**src/rtl/mul_feeder_pkg.sv**
```systemverilog
// Shared constants and FSM encoding for the MUL input feeder.
// Word layout, LSB first: activation, weight, zero-mask.
package mul_feeder_pkg;
  localparam int DEF_GROUP_SIZE             = 4;
  localparam int DEF_DATA_WIDTH             = 8;
  localparam int DEF_LOG_MAX_ITERS          = 16;
  localparam int DEF_LOG_MAX_READS_PER_ITER = 16;

  function automatic int out_width(input int gs, input int dw);
    return 2*dw + gs;
  endfunction

  localparam int DEF_OUTPUT_WIDTH = out_width(DEF_GROUP_SIZE, DEF_DATA_WIDTH);
  localparam int ACT_LSB = 0;
  localparam int W_LSB   = DEF_DATA_WIDTH;
  localparam int ZI_LSB  = 2*DEF_DATA_WIDTH;

  typedef enum logic [1:0] {IDLE = 2'd0, WAIT_W = 2'd1, WAIT_A = 2'd2, SEND = 2'd3} state_t;
endpackage

```
**src/rtl/mul_feeder_if.sv**
```systemverilog
// Feeder -> MUL word bus with valid/avail handshake.
interface mul_feeder_if #(parameter int W = mul_feeder_pkg::DEF_OUTPUT_WIDTH);
  logic [W-1:0] data;
  logic         valid;
  logic         avail;
  modport master (output data, valid, input avail);
  modport slave  (input data, valid, output avail);
endinterface

```
**src/rtl/mul_feeder_group_serializer.sv**
```systemverilog
// Holds one activation group and walks its lanes; the zero-mask is
// computed once at load so every word of the group carries the same mask.
module mul_feeder_group_serializer import mul_feeder_pkg::*; #(
  parameter int GROUP_SIZE = DEF_GROUP_SIZE,
  parameter int DATA_WIDTH = DEF_DATA_WIDTH
) (
  input  logic                       clk,
  input  logic                       rst,
  input  logic                       i_load,
  input  logic [GROUP_SIZE*DATA_WIDTH-1:0] i_group,
  input  logic                       i_advance,
  output logic [DATA_WIDTH-1:0]      o_lane_data,
  output logic [GROUP_SIZE-1:0]      o_mask,
  output logic                       o_last
);
  localparam int LW = (GROUP_SIZE > 1) ? $clog2(GROUP_SIZE) : 1;

  logic [GROUP_SIZE*DATA_WIDTH-1:0] r_group;
  logic [GROUP_SIZE-1:0]            r_mask;
  logic [LW-1:0]                    r_lane;
  logic [GROUP_SIZE-1:0]            w_mask;

  always_comb begin
    w_mask = '0;
    for (int i = 0; i < GROUP_SIZE; i++)
      w_mask[i] = (i_group[i*DATA_WIDTH +: DATA_WIDTH] == '0);
  end

  always_ff @(posedge clk) begin
    if (!rst) begin
      r_group <= '0;
      r_mask  <= '0;
      r_lane  <= '0;
    end else if (i_load) begin
      r_group <= i_group;
      r_mask  <= w_mask;
      r_lane  <= '0;
    end else if (i_advance) begin
      r_lane  <= r_lane + 1'b1;
    end
  end

  assign o_lane_data = r_group[r_lane*DATA_WIDTH +: DATA_WIDTH];
  assign o_mask      = r_mask;
  assign o_last      = (r_lane == LW'(GROUP_SIZE-1));
endmodule

```
**src/rtl/mul_feeder.sv**
```systemverilog
// MUL input feeder: takes one weight per iteration and activation groups,
// and emits GROUP_SIZE packed words per group under MUL backpressure.
module mul_feeder import mul_feeder_pkg::*; #(
  parameter int GROUP_SIZE             = DEF_GROUP_SIZE,
  parameter int DATA_WIDTH             = DEF_DATA_WIDTH,
  parameter int LOG_MAX_ITERS          = DEF_LOG_MAX_ITERS,
  parameter int LOG_MAX_READS_PER_ITER = DEF_LOG_MAX_READS_PER_ITER
) (
  input  logic                              clk,
  input  logic                              rst,
  input  logic                              i_configure,
  input  logic [LOG_MAX_ITERS-1:0]          i_num_iters,
  input  logic [LOG_MAX_READS_PER_ITER-1:0] i_num_reads_per_iter,
  input  logic [GROUP_SIZE*DATA_WIDTH-1:0]  i_act,
  input  logic                              i_act_valid,
  output logic                              o_act_avail,
  input  logic [DATA_WIDTH-1:0]             i_weight,
  input  logic                              i_weight_valid,
  output logic                              o_weight_avail,
  output logic                              o_done,
  mul_feeder_if.master                      mul
);
  localparam int OUTPUT_WIDTH = out_width(GROUP_SIZE, DATA_WIDTH);

  state_t                            r_state;
  logic [LOG_MAX_ITERS-1:0]          r_iters;
  logic [LOG_MAX_READS_PER_ITER-1:0] r_reads, r_reads_cfg;
  logic [DATA_WIDTH-1:0]             r_weight;
  logic [OUTPUT_WIDTH-1:0]           r_data;
  logic                              r_valid, r_done;

  logic                  w_load, w_adv, w_last;
  logic [DATA_WIDTH-1:0] w_lane_data;
  logic [GROUP_SIZE-1:0] w_mask;

  // configure wins over any handshake landing in the same cycle
  assign w_load = (r_state == WAIT_A) && i_act_valid && !i_configure;
  assign w_adv  = (r_state == SEND) && mul.avail && !i_configure;

  mul_feeder_group_serializer #(.GROUP_SIZE(GROUP_SIZE), .DATA_WIDTH(DATA_WIDTH)) u_ser (
    .clk(clk), .rst(rst), .i_load(w_load), .i_group(i_act), .i_advance(w_adv),
    .o_lane_data(w_lane_data), .o_mask(w_mask), .o_last(w_last)
  );

  always_ff @(posedge clk) begin
    if (!rst) begin
      r_state     <= IDLE;
      r_iters     <= '0;
      r_reads     <= '0;
      r_reads_cfg <= '0;
      r_weight    <= '0;
      r_data      <= '0;
      r_valid     <= 1'b0;
      r_done      <= 1'b0;
    end else begin
      r_valid <= 1'b0;
      r_done  <= 1'b0;
      if (i_configure) begin
        if (i_num_iters != '0 && i_num_reads_per_iter != '0) begin
          r_iters     <= i_num_iters;
          r_reads     <= i_num_reads_per_iter;
          r_reads_cfg <= i_num_reads_per_iter;
          r_state     <= WAIT_W;
        end else begin
          r_state <= IDLE;
          r_done  <= 1'b1;
        end
      end else begin
        case (r_state)
          WAIT_W: if (i_weight_valid) begin
            r_weight <= i_weight;
            r_state  <= WAIT_A;
          end
          WAIT_A: if (i_act_valid) r_state <= SEND;
          SEND: if (mul.avail) begin
            r_data  <= {w_mask, r_weight, w_lane_data};
            r_valid <= 1'b1;
            if (w_last) begin
              if (r_reads != 1) begin
                r_reads <= r_reads - 1'b1;
                r_state <= WAIT_A;
              end else if (r_iters != 1) begin
                r_iters <= r_iters - 1'b1;
                r_reads <= r_reads_cfg;
                r_state <= WAIT_W;
              end else begin
                r_state <= IDLE;
                r_done  <= 1'b1;
              end
            end
          end
          default: ;
        endcase
      end
    end
  end

  assign o_weight_avail = (r_state == WAIT_W);
  assign o_act_avail    = (r_state == WAIT_A);
  assign o_done         = r_done;
  assign mul.data       = r_data;
  assign mul.valid      = r_valid;
endmodule
```
**src/flat_wrapper.sv**
```systemverilog
// flat-port wrapper written by rule: the top's interface ports become plain ports
module mul_feeder_flat import mul_feeder_pkg::*;
#(
  parameter int GROUP_SIZE             = DEF_GROUP_SIZE,
  parameter int DATA_WIDTH             = DEF_DATA_WIDTH,
  parameter int LOG_MAX_ITERS          = DEF_LOG_MAX_ITERS,
  parameter int LOG_MAX_READS_PER_ITER = DEF_LOG_MAX_READS_PER_ITER
)
  (clk, rst, i_configure, i_num_iters, i_num_reads_per_iter, i_act, i_act_valid, o_act_avail, i_weight, i_weight_valid, o_weight_avail, o_done, mul_data, mul_valid, mul_avail);
  mul_feeder_if mul_i ();
  input  logic clk;
  input  logic rst;
  input  logic i_configure;
  input  logic [LOG_MAX_ITERS-1:0] i_num_iters;
  input  logic [LOG_MAX_READS_PER_ITER-1:0] i_num_reads_per_iter;
  input  logic [GROUP_SIZE*DATA_WIDTH-1:0] i_act;
  input  logic i_act_valid;
  output logic o_act_avail;
  input  logic [DATA_WIDTH-1:0] i_weight;
  input  logic i_weight_valid;
  output logic o_weight_avail;
  output logic o_done;
  output wire logic [$bits(mul_i.data)-1:0] mul_data;
  output wire logic [$bits(mul_i.valid)-1:0] mul_valid;
  input wire logic [$bits(mul_i.avail)-1:0] mul_avail;
  assign mul_data = mul_i.data;
  assign mul_valid = mul_i.valid;
  assign mul_i.avail = mul_avail;
  mul_feeder #(.GROUP_SIZE(GROUP_SIZE), .DATA_WIDTH(DATA_WIDTH), .LOG_MAX_ITERS(LOG_MAX_ITERS), .LOG_MAX_READS_PER_ITER(LOG_MAX_READS_PER_ITER)) u_core (.clk(clk), .rst(rst), .i_configure(i_configure), .i_num_iters(i_num_iters), .i_num_reads_per_iter(i_num_reads_per_iter), .i_act(i_act), .i_act_valid(i_act_valid), .o_act_avail(o_act_avail), .i_weight(i_weight), .i_weight_valid(i_weight_valid), .o_weight_avail(o_weight_avail), .o_done(o_done), .mul(mul_i));
endmodule
```
**config.mk**
```make
export PLATFORM = sky130hd
export DESIGN_NAME = mul_feeder_flat
export DESIGN_NICKNAME = d
export VERILOG_FILES = /design/src/rtl/mul_feeder_pkg.sv /design/src/rtl/mul_feeder_if.sv /design/src/rtl/mul_feeder_group_serializer.sv /design/src/rtl/mul_feeder.sv /design/src/flat_wrapper.sv
export SDC_FILE = /design/constraint.sdc
export NUM_CORES = 1
export LEC_CHECK = 0
export BUFFER_PORTS_ARGS = -buffer_cell sky130_fd_sc_hd__clkbuf_2
export CAP_MARGIN = 10
export CORE_MARGIN = 4
export CORE_UTILIZATION = 50
export DETAILED_ROUTE_END_ITERATION = 8
export GPL_TIMING_DRIVEN = 0
export PLACE_DENSITY = 0.8
export SLEW_MARGIN = 20
export SYNTH_ARGS = -nofsm -noshare
export SYNTH_HDL_FRONTEND = slang
export SYNTH_SLANG_ARGS = --single-unit
```
**constraint.sdc**
```tcl
create_clock -name clk -period 2.2 [get_ports clk]
set_input_delay 0.33 -clock clk [delete_from_list [all_inputs] [get_ports clk]]
set_output_delay 0.33 -clock clk [all_outputs]
set_load 0.01 [all_outputs]
```
Yosys cells after proc, flatten, opt, wreduce, memory -nomap -nowiden
Cells that the tools add are included.
- add/subtract/negate cells: 3
- eq/ne operators: 12
- shift operators: 1
- multiplexer cells: 31
- bitwise gates (word level): 3
- reductions and logical operators: 26
- operators by type and width (operator ; count):
    2-to-1 mux 16 bit ; 14
    logical NOT 8 bit ; 4
    inequality test 16 x 1 -> 1 bit, second input constant ; 2
    nonzero test 16 bit ; 2
    variable part select 32 x 6 -> 8 bit ; 1
    subtractor 16 x 1 -> 16 bit, second input constant ; 2
    2-to-1 mux 2 bit ; 6
    inequality test 3 bit, second input constant ; 4
    2-to-1 mux 1 bit ; 10
    AND reduction 5 bit ; 2
    nonzero test 2 bit ; 4
    == test 2 bit, second input constant ; 3
    one-hot mux 2 bit (3 select lines) ; 1
    AND reduction 3 bit ; 2
    AND reduction 6 bit ; 1
    logical AND 1 bit ; 5
    nonzero test 4 bit ; 1
    NOT 1 bit ; 3
    nonzero test 3 bit ; 1
    OR reduction 3 bit ; 1
    adder 2 x 1 -> 2 bit, second input constant ; 1
    == test 2 x 1 -> 1 bit, second input constant ; 1
    inequality test 2 x 1 -> 1 bit, second input constant ; 1
    inequality test 2 bit, second input constant ; 1
    3 further kinds ; 3
- bits in registers: 118
- output and inout port bits: 24

Depth between registers and ports, before layout
Gate-level depths: netlist of run 1.
- depth after elaboration: 7
- gate-level depth with buffers: 11
- depth with buffers taken out: 8

Cells and area by module
From an unflattened synthesis of run 1, not the netlist that was laid out.
- cell total of the unflattened synthesis: 690
- area total of the unflattened synthesis: 6057.1 um^2
- by module, submodules not included (module ; instances ; cells each ; area each (um^2) ; sequential area each (um^2)):
    mul_feeder ; 1 ; 547 ; 4354.2 ; 1601.5
    mul_feeder_group_serializer ; 1 ; 143 ; 1702.9 ; 760.7

Worst setup path before layout of run 1
OpenSTA, ideal clock, no wires.
- path kind: register to register
- from: reg u_core.r_reads[0]
- to: reg u_core.r_iters[11]
- library setup time: 0.132 ns
- arrival time: 2.157 ns
- data required time: 2.068 ns
- slack: -0.089 ns
- cell stages (with the launch flop): 10
- cell sequence: dfxtp_1 > ha_1 > nand2b_1 > or2_2 > clkbuf_1 > or3_1 > buf_2 > or3_1 > o311ai_1 > a21oi_1
- cells in the longest elaborated chain, start to end: 3
- RTL lines (element ; RTL line ; text):
    start, declared ; mul_feeder.sv:27 ; logic [LOG_MAX_READS_PER_ITER-1:0] r_reads, r_reads_cfg;
    start signal, assigned ; mul_feeder.sv:61 ; r_reads <= i_num_reads_per_iter;
    start signal, assigned ; mul_feeder.sv:80 ; r_reads <= r_reads - 1'b1;
    start signal, assigned ; mul_feeder.sv:84 ; r_reads <= r_reads_cfg;
    inequality test 16 x 1 -> 1 bit ; mul_feeder.sv:79 ; if (r_reads != 1) begin
    inequality test 2 bit (no line) ; n/a ;
    AND reduction 6 bit (no line) ; n/a ;
    end signal, assigned ; mul_feeder.sv:60 ; r_iters <= i_num_iters;
    end signal, assigned ; mul_feeder.sv:83 ; r_iters <= r_iters - 1'b1;
    end, declared ; mul_feeder.sv:26 ; logic [LOG_MAX_ITERS-1:0] r_iters;
Every way passes these cells.
A chain may end at the register's enable or synchronous reset.

Worst setup path in the final report of run 1
- from: reg u_core.r_reads[5]
- to: reg u_core.r_iters[12]
Same word-level chain as after synthesis.

==> results.yml, run 1 <==
status:
  status: "finished with violations"
  violations_in_the_final_reports: "setup timing"
layout:
  leading_cell_type_in_the_layout_fill_and_taps_excluded: "sky130_fd_sc_hd__nand2_1"
  syn_to_final_growth_pct: 30.3
  total_nets_final: 940
  insertedDiodeCount: 0
  layout_common_cells: "sky130_fd_sc_hd__nand2_1 (166), sky130_fd_sc_hd__dfxtp_1 (112), sky130_fd_sc_hd__clkbuf_2 (103)"
  final_layout_size_suffix_gt1_share_pct: 26.8
  layout.cell_area.non_filler_um2: 7520
  finish.cell_count_without_fillers: 1006
placement:
  io_buffer_count: 100
  gp_congestion: 0.890
  dp.final_hpwl_mm: 11.9
  placed_area_um2: 6500
  placed_cells: 951
yosys:
  synth_area_um2: 5770
  yosys_most_used_dff: "sky130_fd_sc_hd__dfxtp_1"
  synth_area_leaders: "sky130_fd_sc_hd__dfxtp_1 (41%), sky130_fd_sc_hd__nand2_1 (11%), sky130_fd_sc_hd__mux2i_1 (4.7%), sky130_fd_sc_hd__nor2_1 (4.6%), sky130_fd_sc_hd__a21oi_1 (4.3%)"
  synth_top_cell_area_share_pct: 40.9
  mappedNetlistNets: 797
  post_synth_inst_count: 711
  post_synth.cell_area_avg_um2: 8.11
  postSynthRegisterBits: 118
  synth_cell_types: 64
  ys_seq_area_share_pct: 40.9
  synth_largest_area_cell: "sky130_fd_sc_hd__dfxtp_1"
  number_of_enable_flip_flop_cells_after_synthesis: 0
  synthArstFlopShare_pct: 0
  synth-warning-count: 0
sta:
  maxSlewHeadroom_pct: 51.8
  final_max_slew_viol_count: 0
  least_margin_pin_slew_ns: 0.723
  post-route-worst-setup-slack_ns: -0.156
  clock_skew_ns: 0.00681
  fin_crit_sh_pct: 107
  finalCriticalPeriod_ns: 2.36
  fmax_mhz: 424
  finalSetupViolCount: 32
  grt_setup_unrepaired: "true"
  final-hold-violation-count: 0
setup_path:
  timing.critical_path.slowest_stage_cell: "sky130_fd_sc_hd__o31ai_4"
  worst-path-buf-inv: 2
  r2r-start: "u_core.r_reads[5]"
  cp_cell_sequence: "nor4_4, buf_4, nand4b_1, buf_4, o31ai_4, o21ai_0, a31o_2"
  cp_top_family: "compound AO/OA/AOI/OAI gates"
  critical_path_class: "register to register"
  endpoint_kind: "register"
  start_kind: "register"
  critPathArrivalTime_ns: 2.66
  critical_path.max_fanout: 7
  timing.critical_path.mode_cell: "sky130_fd_sc_hd__buf_4"
  setup.worst_path.start: "u_core.r_reads[5]"
  cp_slowest_stage_delay_ns: 0.40
  timing.critical_path.required_ns: 2.50
flow_run:
  max_cap_viol_count: 0
routing:
  routed_wire_length_per_instance_um: 18.4
  drc_errors: 0
  routed_via_density: 6.02
  dr.first_iter.drc_count: 560
  detailedRoute.firstPassIterationCount: 5
  totalWireLength_mm: 18.5
  antenna_left: 0
  routed-via-count: 6056
power_and_ir_drop:
  powerDensity_nw_per_um2: 804
  power.ir.vdd_worst_v: 0.000701
  power.leakage_nw: 3.04
clock_network:
  clockRootBuffer: "sky130_fd_sc_hd__clkbuf_16"
  cts_sinks: 118
  tritoncts_clock_tree: "done"
  ctsHtreeMaxLevel: 4
  numCtsBuffers: 17
  worstSkewPairLatency_ns: 0.41
  clk_path_buf_depth: 2
  clock_transition_at_the_registers_of_the_reported_paths_ns: 0.06
floorplan:
  fp.coreArea_um2: 11100
  dieArea_um2: 13300
  die_height_um: 115
  die_width_um: 115
  rows: 38
  floorplan.io_pins: 102
  starting_density_of_the_core_pct: 52.1
global_route:
  first_global_vias: 5668
  grt_start_max_net_pins: 17
  gr-total-overflow: 0
  track_usage_pct: 27.3
  antenna_violations_before_repair: 0
  wire_length_of_the_first_global_routing_pass_mm: 28.4
min_path:
  min_path_type: "input pin to register"
  min_from: "i_weight[6]"
[state kept, by name, summed over array words and instances (netlist names)]
signal	flops
u_core.r_reads_cfg	16
u_core.r_weight	8
u_core.u_ser.o_mask	4
u_core.r_state	2
u_core.r_iters	16
u_core.u_ser.r_lane	2
u_core.mul.valid	1
u_core.u_ser.r_group	32
u_core.r_reads	16
u_core.mul.data	20
u_core.o_done	1
[layout make-up]
| type | instances | area [um^2] |
|---|---|---|
| buffer | 44 | 210 |
| clock buffer | 19 | 443 |
| clock inverter | 12 | 154 |
| fill | 909 | 3560 |
| inverter | 12 | 45.0 |
| multi-input combinational | 537 | 3410 |
| sequential | 118 | 2370 |
| tap | 140 | 175 |
| timing repair buffer | 124 | 703 |
[cell usage after synthesis (3+ instances only)]
master and instances:
sky130_fd_sc_hd__nor3_1 3, sky130_fd_sc_hd__nor2_1 71, sky130_fd_sc_hd__o22ai_1 5, sky130_fd_sc_hd__nand2b_1 8, sky130_fd_sc_hd__ha_1 8, sky130_fd_sc_hd__inv_1 12, sky130_fd_sc_hd__dfxtp_1 118, sky130_fd_sc_hd__o31ai_1 9
sky130_fd_sc_hd__or4_1 3, sky130_fd_sc_hd__o311ai_0 3, sky130_fd_sc_hd__nor4_1 23, sky130_fd_sc_hd__a31oi_1 4, sky130_fd_sc_hd__nor2b_1 4, sky130_fd_sc_hd__a22o_1 3, sky130_fd_sc_hd__mux4_2 8, sky130_fd_sc_hd__or3_1 8
sky130_fd_sc_hd__nand2_1 168, sky130_fd_sc_hd__o31a_1 4, sky130_fd_sc_hd__xnor2_1 5, sky130_fd_sc_hd__nand4_1 4, sky130_fd_sc_hd__o21ai_0 21, sky130_fd_sc_hd__buf_2 5, sky130_fd_sc_hd__a21oi_1 50, sky130_fd_sc_hd__a21boi_0 29
sky130_fd_sc_hd__mux2i_1 27, sky130_fd_sc_hd__o41ai_1 5, sky130_fd_sc_hd__nand3_1 7, sky130_fd_sc_hd__o311a_1 4, sky130_fd_sc_hd__xor2_1 4, sky130_fd_sc_hd__or2_2 8, sky130_fd_sc_hd__clkbuf_1 38
[final timing paths]
kind / end / slack, ns / cells after the start
worst max register to register: u_core.r_iters[12] / -0.16 / 7
worst max-delay path: u_core.r_iters[12] / -0.16 / 7
worst min register to register: u_core.u_ser.r_group[23] / 0.45 / 2
worst min-delay path: u_core.r_weight[6] / 0.15 / 3
[layer usage]
metal	routed length [um]	GRT usage, %	vias to the layer above
met5	0	0	-
met4	614	11.9	0
met3	1690	5.01	65
met2	8810	45.9	371
met1	7410	34.5	2817
li1	-	-	2803
[cell families (layout without fill, tap and decap cells)]
logic type	count (synthesis)	in the layout	synth area share [%]
multiplexers	36	36	8.00
AO/OA/AOI/OAI	158	159	18.3
flip-flops	118	118	40.9
XOR/XNOR	9	9	1.37
adder cells (fa/ha/maj)	8	8	1.74
buffers and inverters	57	211	3.82
AND/OR/NAND/NOR	325	325	25.8
[metrics by stage]
stage | hold WS (ns) | worst slack, ns | TNS, ns | power, mW | utilization, %
detailed placement | 0.447 | -0.388 | -12.82 | 3.09 | 58.6
global placement | 0.441 | -0.355 | -12.19 | 3.08 | 58.6
CTS | 0.146 | -0.0595 | -0.498 | 5.96 | 66.4
global route | 0.160 | -0.237 | -3.98 | 6.23 | 67.8
finish | 0.150 | -0.156 | -2.13 | 6.04 | 67.8
floorplan | 0.432 | 0.00946 | 0 | 2.85 | -
[worst min-delay path: stages]
cell and delay (ns):
sky130_fd_sc_hd__clkbuf_2 0.08, sky130_fd_sc_hd__mux2i_1 0.05, sky130_fd_sc_hd__nor2_1 0.07
[report_power, final]
part / internal (mW) / leakage, nW / switching [mW]
sequential: 2.22 / 0.963 / 0.0904
clock: 1.80 / 0.285 / 1.01
combinational: 0.403 / 1.79 / 0.525
total: 4.42 / 3.04 / 1.62
[timing repair]
item,4_1_cts,5_1_grt
gates cloned,3,2
gates resized for setup,32,53
pin swaps,19,16
buffers inserted,18,2
setup endpoints to repair,34,57
hold buffers,0,0
hold endpoints to repair,0,0
Note: power is estimated with default switching activity, not from simulation.
==> inputs of run 2 (changes only) <==
ABC_AREA = 1   (was unset)
==> run 2 against run 1 <==
Compared with the run above: the flow now finishes without violations; non-clock buffer count is 25 lower; clock power fell by 5%; clock skew increased by 0.0036 ns; die area increased by 7.3%; core utilization shrank 5.9 points; area after synthesis increased by 7.8%; cell area shrank 0.13%; power shrank 3.7%; sequential power barely moved; register-to-register slack improved by 0.28 ns; maximum frequency up 13%; largest cell class unchanged.
==> results.yml, run 2 <==
status:
  status: "finished, final reports clean"
layout:
  finish.cell_count_without_fillers: 1244
  number_of_flip_flops_under_the_largest_register_name: 32
  total_nets_final: 1150
  leading_cell_type_in_the_layout_fill_and_taps_excluded: "sky130_fd_sc_hd__nor2_1"
  layout.cell_area.non_filler_um2: 7510
  registers.top_by_ff_count: "u_core.u_ser.r_group"
  syn_to_final_growth_pct: 20.7
  layout_common_cells: "sky130_fd_sc_hd__nor2_1 (197), sky130_fd_sc_hd__nand2_1 (151), sky130_fd_sc_hd__dfxtp_1 (118)"
  insertedDiodeCount: 0
  nFillCells: 1163
  final_layout_size_suffix_gt1_share_pct: 17.0
  finalCoreUtilization_pct: 62.0
routing:
  routed_wire_length_per_instance_um: 14.5
  drc_errors: 0
  antenna_left: 0
  routed-via-count: 6570
  dr.first_iter.drc_count: 566
  routed_via_density: 5.28
  detailedRoute.firstPassIterationCount: 6
  totalWireLength_mm: 18.0
placement:
  dp.final_hpwl_mm: 13.3
  placed_area_um2: 6940
  pre_cts_ws_ns: 0.190
  io_buffer_count: 101
  placed_cells: 1213
  gp_congestion: 0.944
sta:
  finalSetupViolCount: 0
  final.hold.worst_slack_ns: 0.145
  fmax_mhz: 481
  finalCriticalPeriod_ns: 2.08
  final_max_slew_viol_count: 0
  finalSetupTns_ns: 0
  post-route-worst-setup-slack_ns: 0.120
  clock_skew_ns: 0.0104
  grt_setup_unrepaired: "false"
  maxSlewHeadroom_pct: 53.2
  final-hold-violation-count: 0
  least_margin_pin_slew_ns: 0.702
  fin_crit_sh_pct: 94.5
clock_network:
  worstSkewPairLatency_ns: 0.43
  cts_repair_resize_count: 0
  cts_sinks: 118
  ctsHtreeMaxLevel: 4
  post_cts_setup_buffers: 0
  tritoncts_clock_tree: "done"
  number_of_buffers_inserted_for_hold_repair_after_clock_tree_synthesis: 0
  numCtsBuffers: 17
  clockRootBuffer: "sky130_fd_sc_hd__clkbuf_16"
  clk_path_buf_depth: 2
  clock_transition_at_the_registers_of_the_reported_paths_ns: 0.05
yosys:
  synth-warning-count: 0
  post_synth_inst_count: 944
  synthArstFlopShare_pct: 0
  synth.top_cells.by_count: "sky130_fd_sc_hd__nor2_1 (197), sky130_fd_sc_hd__nand2_1 (151), sky130_fd_sc_hd__dfxtp_1 (118)"
  synth_cell_types: 46
  post_synth.cell_area_avg_um2: 6.59
  mappedNetlistNets: 1030
  synth_area_um2: 6220
  postSynthRegisterBits: 118
  synth_largest_area_cell: "sky130_fd_sc_hd__dfxtp_1"
  post-synth-top-count-cell: "sky130_fd_sc_hd__nor2_1"
  yosys_most_used_dff: "sky130_fd_sc_hd__dfxtp_1"
  synth_area_leaders: "sky130_fd_sc_hd__dfxtp_1 (38%), sky130_fd_sc_hd__nor2_1 (12%), sky130_fd_sc_hd__nand2_1 (9.1%), sky130_fd_sc_hd__o21ai_0 (8.3%), sky130_fd_sc_hd__inv_1 (5.9%)"
  synth_top_cell_area_share_pct: 38.0
  ys_seq_area_share_pct: 38.0
  number_of_enable_flip_flop_cells_after_synthesis: 0
setup_path:
  cp_top_family: "buffers and inverters"
  cp_slowest_stage_delay_ns: 0.43
  cp_cell_sequence: "inv_1, ha_1, inv_1, nor3_2, clkbuf_1, clkbuf_1, a21oi_1"
  setup.worst_path.start: "u_core.r_state[0]"
  start_kind: "register"
  critical_path.reg2reg.endpoint: "u_core.u_ser.r_group[17]"
  endpoint_kind: "register"
  timing.critical_path.slowest_stage_cell: "sky130_fd_sc_hd__clkbuf_1"
  r2r-start: "u_core.r_state[0]"
  worst-path-buf-inv: 4
  reg2reg_depth: 7
  timing.critical_path.required_ns: 2.50
  critPathArrivalTime_ns: 2.38
  critical_path.max_fanout: 10
  instance_count_on_the_critical_path: 7
  critical_path_class: "register to register"
  ff2ff_setup_slack_ns: 0.12
  worst_setup_path_endpoint: "u_core.u_ser.r_group[17]"
power_and_ir_drop:
  power.ir.vdd_worst_v: 0.000485
  power.leakage_nw: 3.52
  powerDensity_nw_per_um2: 776
  power_mw: 5.82
min_path:
  min_path_type: "input pin to register"
global_route:
  groute.layer.met2.usage_pct: 42.2
  global_route.peak_usage_layer: "met2"
  grt.met1_usage_pct: 31.5
  groute.layer.met3.usage_pct: 5.61
  first_global_vias: 6232
  track_usage_pct: 25.8
  wire_length_of_the_first_global_routing_pass_mm: 29.3
  gr-total-overflow: 0
  grt_start_max_net_pins: 17
  antenna_violations_before_repair: 0
flow_run:
  max_cap_viol_count: 0
floorplan:
  starting_density_of_the_core_pct: 51.4
  die_height_um: 120
  dieArea_um2: 14300
  floorplan.io_pins: 102
  die_width_um: 120
  fp.coreArea_um2: 12100
  rows: 40
[run 2: kinds of logic (layout without fill, tap and decap cells)]
kind of cell / Yosys count / count (layout) / synth area share [%]
compound gates: 199 / 199 / 17.0
xor+xnor: 7 / 7 / 0.986
fa+ha+maj: 8 / 8 / 1.61
buf+inv: 148 / 280 / 9.67
flops: 118 / 118 / 38.0
mux: 1 / 1 / 0.161
simple gates: 463 / 463 / 32.6
[run 2: final cells by class]
type	instances	area, um^2	share of cell area, %
multi-input cells	678	3260	43.4
flip-flops and latches	118	2360	31.5
repair buffers	101	505	6.73
clock buffers	21	470	6.27
inverters	106	407	5.42
well taps	168	210	2.80
plain buffers	42	195	2.60
clock inverters	10	98.8	1.32
[run 2: how the worst min path moves through the flow]
stage	to	cells after the start	from	slack, ns
after floorplan	u_core.r_reads_cfg[6]	2	u_core.r_reads_cfg[6]	0.42
after global placement	u_core.r_reads_cfg[10]	2	u_core.r_reads_cfg[10]	0.44
after detailed placement	u_core.r_reads_cfg[10]	2	u_core.r_reads_cfg[10]	0.45
after CTS	u_core.u_ser.r_group[9]	3	i_act[9]	0.14
after global routing	u_core.u_ser.r_group[26]	3	i_act[26]	0.17
final	u_core.u_ser.r_group[9]	3	i_act[9]	0.15
[run 2: routing by layer]
metal / part of all wire [%] / wire, um / vias up
li1: - / - / 3297
met1: 42 / 7590 / 2934
met2: 46 / 8250 / 280
met3: 8.2 / 1480 / 59
met4: 4.1 / 732 / 0
met5: 0 / 0 / -
[run 2: where the power goes]
part / switching [mW] / internal (mW) / leakage, nW
Clock: 1.02 / 1.64 / 0.264
Sequential: 0.0819 / 2.23 / 0.963
Combinational: 0.538 / 0.313 / 2.29
[run 2: worst min-delay path: cells and delay by family]
family,cells,cell delay [ns]
buf+inv,2,0.14
compound gates,1,0.06
